<file path="src/rtl/rand_range_req.sv">
// rand_range_req: draws a uniform value below limit from an external LFSR by masked rejection sampling,
// falling back to cand - limit after MAX_TRY rejected draws.
module rand_range_req #(
    parameter int MAX_TRY = 8
) (
    input  logic        clk,
    input  logic        rst,
    input  logic        req,
    input  logic [15:0] limit,
    input  logic [15:0] num_in,
    output logic        next_out,
    output logic        busy,
    output logic        done,
    output logic [15:0] value,
    output logic        fallback,
    output logic        err
);
    typedef enum logic [2:0] {IDLE, MASK, ISSUE, WAIT, EVAL, DONE} state_t;
    localparam logic [7:0] MAX_T = 8'(MAX_TRY);
    state_t state, state_nx;
    logic [15:0] lim, mask, lim_m1, m1, m2, m3, mask_nx, cand, diff;
    logic [7:0] tries;
    logic is_fit, is_last;
    always_comb begin
        lim_m1  = lim - 16'd1;
        m1      = lim_m1 | (lim_m1 >> 1);
        m2      = m1 | (m1 >> 2);
        m3      = m2 | (m2 >> 4);
        mask_nx = m3 | (m3 >> 8);
        cand    = num_in & mask;
        diff    = cand - lim;
        is_fit  = cand < lim;
        is_last = tries >= MAX_T;
    end
    always_comb begin
        state_nx = state;
        case (state)
            IDLE:    state_nx = req ? MASK : IDLE;
            MASK:    state_nx = (lim == 16'd0) ? DONE : ISSUE;
            ISSUE:   state_nx = WAIT;
            WAIT:    state_nx = EVAL;
            EVAL:    state_nx = (is_fit || is_last) ? DONE : ISSUE;
            default: state_nx = IDLE;
        endcase
    end
    assign next_out = state == ISSUE;
    assign busy     = state != IDLE;
    assign done     = state == DONE;
    always_ff @(posedge clk or negedge rst) begin
        if (!rst) begin
            state    <= IDLE;
            lim      <= '0;
            mask     <= '0;
            tries    <= '0;
            value    <= '0;
            fallback <= 1'b0;
            err      <= 1'b0;
        end else begin
            state <= state_nx;
            if (state == IDLE && req) begin
                lim      <= limit;
                tries    <= '0;
                fallback <= 1'b0;
                err      <= 1'b0;
            end
            if (state == MASK) begin
                mask <= mask_nx;
                if (lim == 16'd0) begin
                    err   <= 1'b1;
                    value <= '0;
                end
            end
            if (state == ISSUE)
                tries <= tries + 8'd1;
            // the mask is below 2*limit, so cand - limit always lands in range
            if (state == EVAL && is_fit)
                value <= cand;
            else if (state == EVAL && is_last) begin
                value    <= diff;
                fallback <= 1'b1;
            end
        end
    end
endmodule
</file>
<file path="config.mk">
export PLATFORM = sky130hd
export DESIGN_NAME = rand_range_req
export DESIGN_NICKNAME = d
export VERILOG_FILES = /design/src/rtl/rand_range_req.sv
export SDC_FILE = /design/constraint.sdc
export NUM_CORES = 1
export LEC_CHECK = 0
export ABC_AREA = 1
export CAP_MARGIN = 20
export CELL_PAD_IN_SITES_DETAIL_PLACEMENT = 1
export CELL_PAD_IN_SITES_GLOBAL_PLACEMENT = 2
export CORE_ASPECT_RATIO = 1.1
export CORE_MARGIN = 5
export CORE_UTILIZATION = 33
export CTS_CLUSTER_SIZE = 16
export DETAILED_ROUTE_END_ITERATION = 6
export GPL_TIMING_DRIVEN = 1
export PLACE_DENSITY = 0.89
export SLEW_MARGIN = 20
export SYNTH_ARGS = -nofsm -noshare
export SYNTH_HDL_FRONTEND = slang
export SYNTH_SLANG_ARGS = --single-unit
</file>
<file path="constraint.sdc">
create_clock -name clk -period 4.4 [get_ports clk]
set_input_delay 0.44 -clock clk [delete_from_list [all_inputs] [get_ports clk]]
set_output_delay 0.44 -clock clk [all_outputs]
set_load 0.02 [all_outputs]
</file>
==> results.ini, run 1 <==
[outcome]
status = completed

[critical_path]
required_ns = 4.60
critical_path_class = in2reg
r2r_cells = 10
critPathLaunchType = primary input
cp_data_arrival_time_ns = 3.00
end_kind = flop
crit_path_max_fanout = 21

[cts]
cts.sinks = 61
cts_tree = yes
clock_latency_ns = 0.33
cts_root_buf = clkbuf_16
cts_buffers = 9
h-tree-depth = 3
post-cts-setup-buffers = 0
post_cts_resized = 0
hold_buffers = 0
clock_path_buffers = 2
clk_pin_slew_ns = 0.05

[yosys]
syn_area_mm2 = 0.00418
synth-async-reset-ratio = 1.00
synth.avg_cell_area_um2 = 6.77
yosysTopAreaCell = dfrtp_1
synth_cell_types = 32
syn-num-nets = 674
synth_area_leaders = dfrtp_1 (37%), nand2_1 (19%), nand3_1 (8.1%), inv_1 (7.0%), ha_1 (6.3%)
synth-edff-count = 0
synth_warnings = 0
yosysSeqAreaShare = 0.365
synth-seq-cells = 61
netlist.area_leader.share = 0.365
syn_inst = 617
synthFlopType = dfrtp_1

[power]
p_leak_nw = 2.60
p_clk_frac = 0.193
powerDensity_mw_per_mm2 = 761
power_switching_mw = 1.89
swShare = 0.477
ir_drop_v = 0.000267
pwr-share-seq = 0.250
fin_total_pwr_mw = 3.95
p_int_mw = 2.07
comb_power_share = 0.557

[final_layout]
nFillCells = 1617
final_area_mm2 = 0.00519
final_nets = 732
antenna_cells = 0
layout-drive-gt1-share = 0.0619
area_growth_pct = 24.4

[floorplanning]
start_util = 0.333
die_area_mm2 = 0.0150
die_w_um = 117
rows = 43
die_height_um = 128
coreArea_mm2 = 0.0125
io_pins = 56

[global_routing]
grt_pass1_wl_mm = 21.3
grt_remaining_overflow = 0
grt_pass1_vias = 4379
antenna_found_initial = 0
track_usage = 0.181
grt_max_degree = 62

[detailed_routing]
num_vias = 4053
antenna_left = 0
post_drt_wl_per_cell_um = 15.0
routed_wl_mm = 12.5
viasPerCell = 4.85
dr.pass1.iters = 4
dr.first_iter.drc_count = 115
drc = 0

[timing]
slew_viol_final = 0
fmax_mhz = 357
hold_viol = 0
rsz0062_at_grt = no
skew_ns = 0.00475
period_share = 0.636
setup_tns_ns = 0
maxSlewHeadroom = 0.387
worstMarginPinSlew_ns = 0.915
setup_viol = 0
period_needed_ns = 2.80

[flow_run]
maxCapViolCount = 0

[place]
hpwl_mm = 10.1
place_congestion = 0.919
port_buffers = 55
dpl_cell_area_mm2 = 0.00488

[min_path]
hold_class = in2async

[flip-flops by register name (all words and copies together) (netlist names)]
| register | cells |
|---|---|
| state | 3 |
| fallback | 1 |
| lim | 16 |
| err | 1 |
| value | 16 |
| tries | 8 |
| mask | 16 |
[stage by stage]
step / utilization / std cells / setup slack [ns] / hold slack [ns]
floorplan: - / 617 / 2.29 / 0.144
global placement: 0.389 / 821 / 1.33 / 0.469
detailed placement: 0.389 / 821 / 1.18 / 0.475
CTS: 0.414 / 836 / 1.55 / 0.314
global route: 0.414 / 836 / 1.29 / 0.373
finish: 0.414 / 836 / 1.60 / 0.282
[power by group through the flow]
| stage | Clock (mW) | Combinational, mW | Sequential [mW] |
|---|---|---|---|
| 6_report | 0.764 | 2.20 | 0.986 |
| 5_1_grt | 0.803 | 2.50 | 1.03 |
| 3_5_place_dp | 0 | 2.19 | 0.998 |
| 4_1_cts | 0.779 | 2.21 | 0.991 |
| 2_1_floorplan | 0 | 1.48 | 1.02 |
| 3_3_place_gp | 0 | 2.12 | 0.985 |
[layout make-up]
type	instances	area, µm²	area share
Tap cell	157	196	0.0378
Multi-Input combinational cell	467	2300	0.443
Timing Repair Buffer	57	561	0.108
Sequential cell	61	1530	0.294
Clock buffer	10	239	0.0460
Inverter	79	297	0.0571
Clock inverter	5	75.1	0.0145
[layer usage]
| layer | GRT usage | part of all wire | vias to the layer above |
|---|---|---|---|
| li1 | - | - | 2076 |
| met1 | 0.237 | 0.47 | 1911 |
| met2 | 0.301 | 0.48 | 51 |
| met3 | 0.0279 | 0.025 | 15 |
| met4 | 0.0648 | 0.021 | 0 |
| met5 | 0 | 0 | - |
[kinds of logic (layout without fill, tap and decap cells)]
| logic type | Yosys count | count (layout) | share of synthesized area |
|---|---|---|---|
| compound gates | 69 | 69 | 0.0896 |
| fa+ha+maj | 22 | 22 | 0.0677 |
| simple gates | 366 | 366 | 0.372 |
| xor+xnor | 10 | 10 | 0.0210 |
| buf+inv | 89 | 151 | 0.0839 |
| flops | 61 | 61 | 0.365 |
[Yosys cell counts (all sizes together), types with 4 or more instances]
cell / instances
nand2: 211
dfrtp: 61
nand3: 68
xor2: 8
ha: 21
o21ai: 39
clkbuf: 4
nor3: 6
inv: 79
nor2: 73
buf: 6
a21oi: 19
[layout by cell type, fill, tap and decap left out]
cell type / Yosys / layout
nand2_1: 208 / 208
inv_1: 78 / 78
nand3_1: 68 / 68
dfrtp_1: 61 / 61
nor2_1: 59 / 59
clkdlybuf4s50_1: 0 / 54
o21ai_0: 38 / 38
ha_1: 21 / 21
a21oi_1: 19 / 19
nor2_2: 11 / 11
clkbuf_16: 0 / 9
xor2_1: 8 / 8
nor3_1: 4 / 4
o31ai_1: 3 / 3
nand2_2: 3 / 3
nor2_4: 3 / 3
or2_2: 3 / 3
clkinv_2: 0 / 3
nor3_2: 2 / 2
and2_1: 2 / 2
nand4_1: 2 / 2
o211ai_1: 2 / 2
o22ai_1: 2 / 2
a21boi_0: 2 / 2
xnor2_1: 2 / 2
bufinv_16: 0 / 2
buf_4: 1 / 2
o21ai_2: 1 / 1
inv_2: 1 / 1
o21a_1: 1 / 1
nand3b_1: 1 / 1
a21o_1: 1 / 1
fa_1: 1 / 1
clkbuf_8: 0 / 1
buf_2: 4 / 1
[critical path, stage by stage]
cell and delay [ns]:
clkdlybuf4s50_1 0.46, nand2_1 0.07, ha_1 0.21, fa_1 0.43, o21ai_2 0.23, nand2_1 0.07, nand2_1 0.12, nand2_1 0.08
nand3_1 0.09, buf_4 0.24, inv_1 0.27, nor2_1 0.20, nand2_1 0.08
[path summary, 6_finish.rpt]
path	slack, ns	startpoint	endpoint
max reg2reg	1.80	lim[11]	state[0]
min	0.28	rst	lim[1]
min reg2reg	0.49	mask[15]	mask[15]
max in group asynchronous	3.61	rst	state[2]
min in group clk	0.49	mask[15]	mask[15]
max	1.60	num_in[0]	state[0]
No activity file was read; power rests on OpenSTA's default activity.
==> run 2: changes to the inputs <==
CORE_UTILIZATION = 31   (was 33)
PLACE_DENSITY = 0.84   (was 0.89)
clock period = 2.7 ns   (was 4.4 ns; I/O delays follow)
==> results.ini, run 2 (synthesis gave the netlist of run 1 again) <==
[outcome]
status = completed

[critical_path]
end_kind = flop
endpoint = state[2]
critPathLaunchType = flop
cp_data_arrival_time_ns = 2.63  ; -0.37 ns
r2r_cells = 9  ; -1
cp-startpoint = lim[9]
rrSetupSlack_ns = 0.33  ; -1.47 ns
critical_path_class = reg2reg
crit_path_max_fanout = 15  ; -29%
r2r-start = lim[9]
required_ns = 2.96  ; -1.64 ns
r2r_end = state[2]

[detailed_routing]
antenna_left = 0  ; unchanged
dr.first_iter.drc_count = 108  ; -6.1%
post_drt_wl_per_cell_um = 15.5  ; +3.3%
drc = 0  ; unchanged
routed_wl_mm = 13.1  ; +4.6%
num_vias = 4117  ; +1.6%
dr.pass1.iters = 4  ; unchanged
viasPerCell = 4.87  ; +0.38%

[timing]
worstMarginPinSlew_ns = 0.780  ; -0.135 ns
rsz0062_at_grt = no
skew_ns = 0.0106  ; +0.00583 ns
period_share = 0.878
slew_viol_final = 0  ; unchanged
setup_viol = 0  ; unchanged
fmax_mhz = 422
setup_tns_ns = 0  ; unchanged
hold_viol = 0  ; unchanged
period_needed_ns = 2.37
maxSlewHeadroom = 0.480  ; +0.0932

[place]
place_congestion = 0.875  ; -4.9%
dpl.cell_count = 830  ; +1.1%
port_buffers = 55  ; unchanged
hpwl_mm = 10.5  ; +4.4%

[power]
powerDensity_mw_per_mm2 = 1250  ; +64%
fin_total_pwr_mw = 6.55  ; +66%
pwr-share-seq = 0.247  ; -0.003
p_leak_nw = 2.64  ; +1.3%
swShare = 0.473  ; -0.00480
p_int_mw = 3.46  ; +67%
power_switching_mw = 3.10  ; +64%
comb_power_share = 0.557  ; about the same
ir_drop_v = 0.000336  ; +26%
p_clk_frac = 0.197  ; +0.004

[global_routing]
grt_pass1_vias = 4566  ; +4.3%
grt_pass1_wl_mm = 22.3  ; +4.9%
antenna_found_initial = 0  ; unchanged
track_usage = 0.174  ; -0.00683
grt_max_degree = 35  ; -44%
grt_remaining_overflow = 0  ; unchanged

[cts]
post_cts_resized = 0  ; unchanged
cts_tree = yes
clock_latency_ns = 0.34  ; about the same
h-tree-depth = 3  ; unchanged
cts.sinks = 61  ; unchanged
cts_root_buf = clkbuf_16
post-cts-setup-buffers = 0  ; unchanged
cts_buffers = 9  ; unchanged
clk_pin_slew_ns = 0.06  ; about the same
clock_path_buffers = 2  ; unchanged
hold_buffers = 0  ; unchanged

[final_layout]
layout.cells.non_filler = 846  ; +1.2%
final_nets = 737  ; +0.68%
multiInputGateArea_mm2 = 0.00230  ; unchanged
area_growth_pct = 26.0
largestRegisters = lim (16), mask (16), value (16)
final_common_cell = nand2_1
seqCellArea_mm2 = 0.00153  ; unchanged
layout-drive-gt1-share = 0.0686  ; +0.00676
antenna_cells = 0  ; unchanged
nFillCells = 1698  ; +5.0%
layout_common_cells = nand2_1 (208), inv_1 (78), nand3_1 (68), dfrtp_1 (61), nor2_1 (59)

[floorplanning]
die_area_mm2 = 0.0159  ; +5.9%
die_w_um = 121  ; +2.9%
rows = 44  ; +2.3%
die_height_um = 132  ; +2.9%
io_pins = 56  ; unchanged
coreArea_mm2 = 0.0132  ; +5.4%
start_util = 0.316  ; -0.0171

[flow_run]
maxCapViolCount = 0  ; unchanged

[min_path]
hold_class = in2async

## run 2: cell types whose count changed in the layout (fill, tap and decap cells not counted)
cell	change
clkbuf_8	+1
buf_4	+4
buf_12	+1
clkinv_2	-1
clkbuf_1	+1
## run 2: worst max-delay path, stage by stage, from the launching register on
cell,delay (ns)
dfrtp_1,0.40
inv_1,0.19
ha_1,0.33
a21oi_1,0.20
o21ai_0,0.13
a21oi_1,0.19
nand3_1,0.11
inv_1,0.45
nor2_1,0.13
a21oi_1,0.16
## run 2: cell type report
type / instances / share of cell area
Clock buffer: 12 / 0.0488
Timing Repair Buffer: 62 / 0.116
Clock inverter: 4 / 0.0133
Tap cell: 161 / 0.0383
Sequential cell: 61 / 0.290
Inverter: 79 / 0.0564
Multi-Input combinational cell: 467 / 0.437
## run 2: worst min-delay path by stage
stage	to	depth (start not counted)
2_1_floorplan	err	0
3_5_place_dp	lim[2]	1
4_1_cts	mask[10]	1
3_3_place_gp	lim[4]	1
5_1_grt	mask[3]	1
6_report	lim[2]	1
## run 2: per-layer routing
metal	share of wire	track usage	up-vias
met4	0.011	0.0397	0
met1	0.46	0.219	1983
met5	0	0	-
met2	0.51	0.309	41
met3	0.026	0.0318	12
li1	-	-	2081
## run 2: through the flow
step	cell area (µm²)	util	setup WS (ns)	hold slack, ns
3_5_place_dp	4930	0.373	-0.0214	0.405
3_3_place_gp	4930	0.373	0.0631	0.389
5_1_grt	5260	0.398	0.0867	0.0889
2_1_floorplan	4180	-	0.689	-0.0256
4_1_cts	5260	0.398	0.292	0.0514
6_report	5260	0.398	0.329	0.0215
## run 2: power by group through the flow
stage / clock [mW] / sequential [mW] / combinational, mW
after floorplan: 0 / 1.67 / 2.41
after global placement: 0 / 1.62 / 3.57
after detailed placement: 0 / 1.63 / 3.67
after CTS: 1.31 / 1.62 / 3.70
after global routing: 1.35 / 1.67 / 4.17
final: 1.29 / 1.62 / 3.65
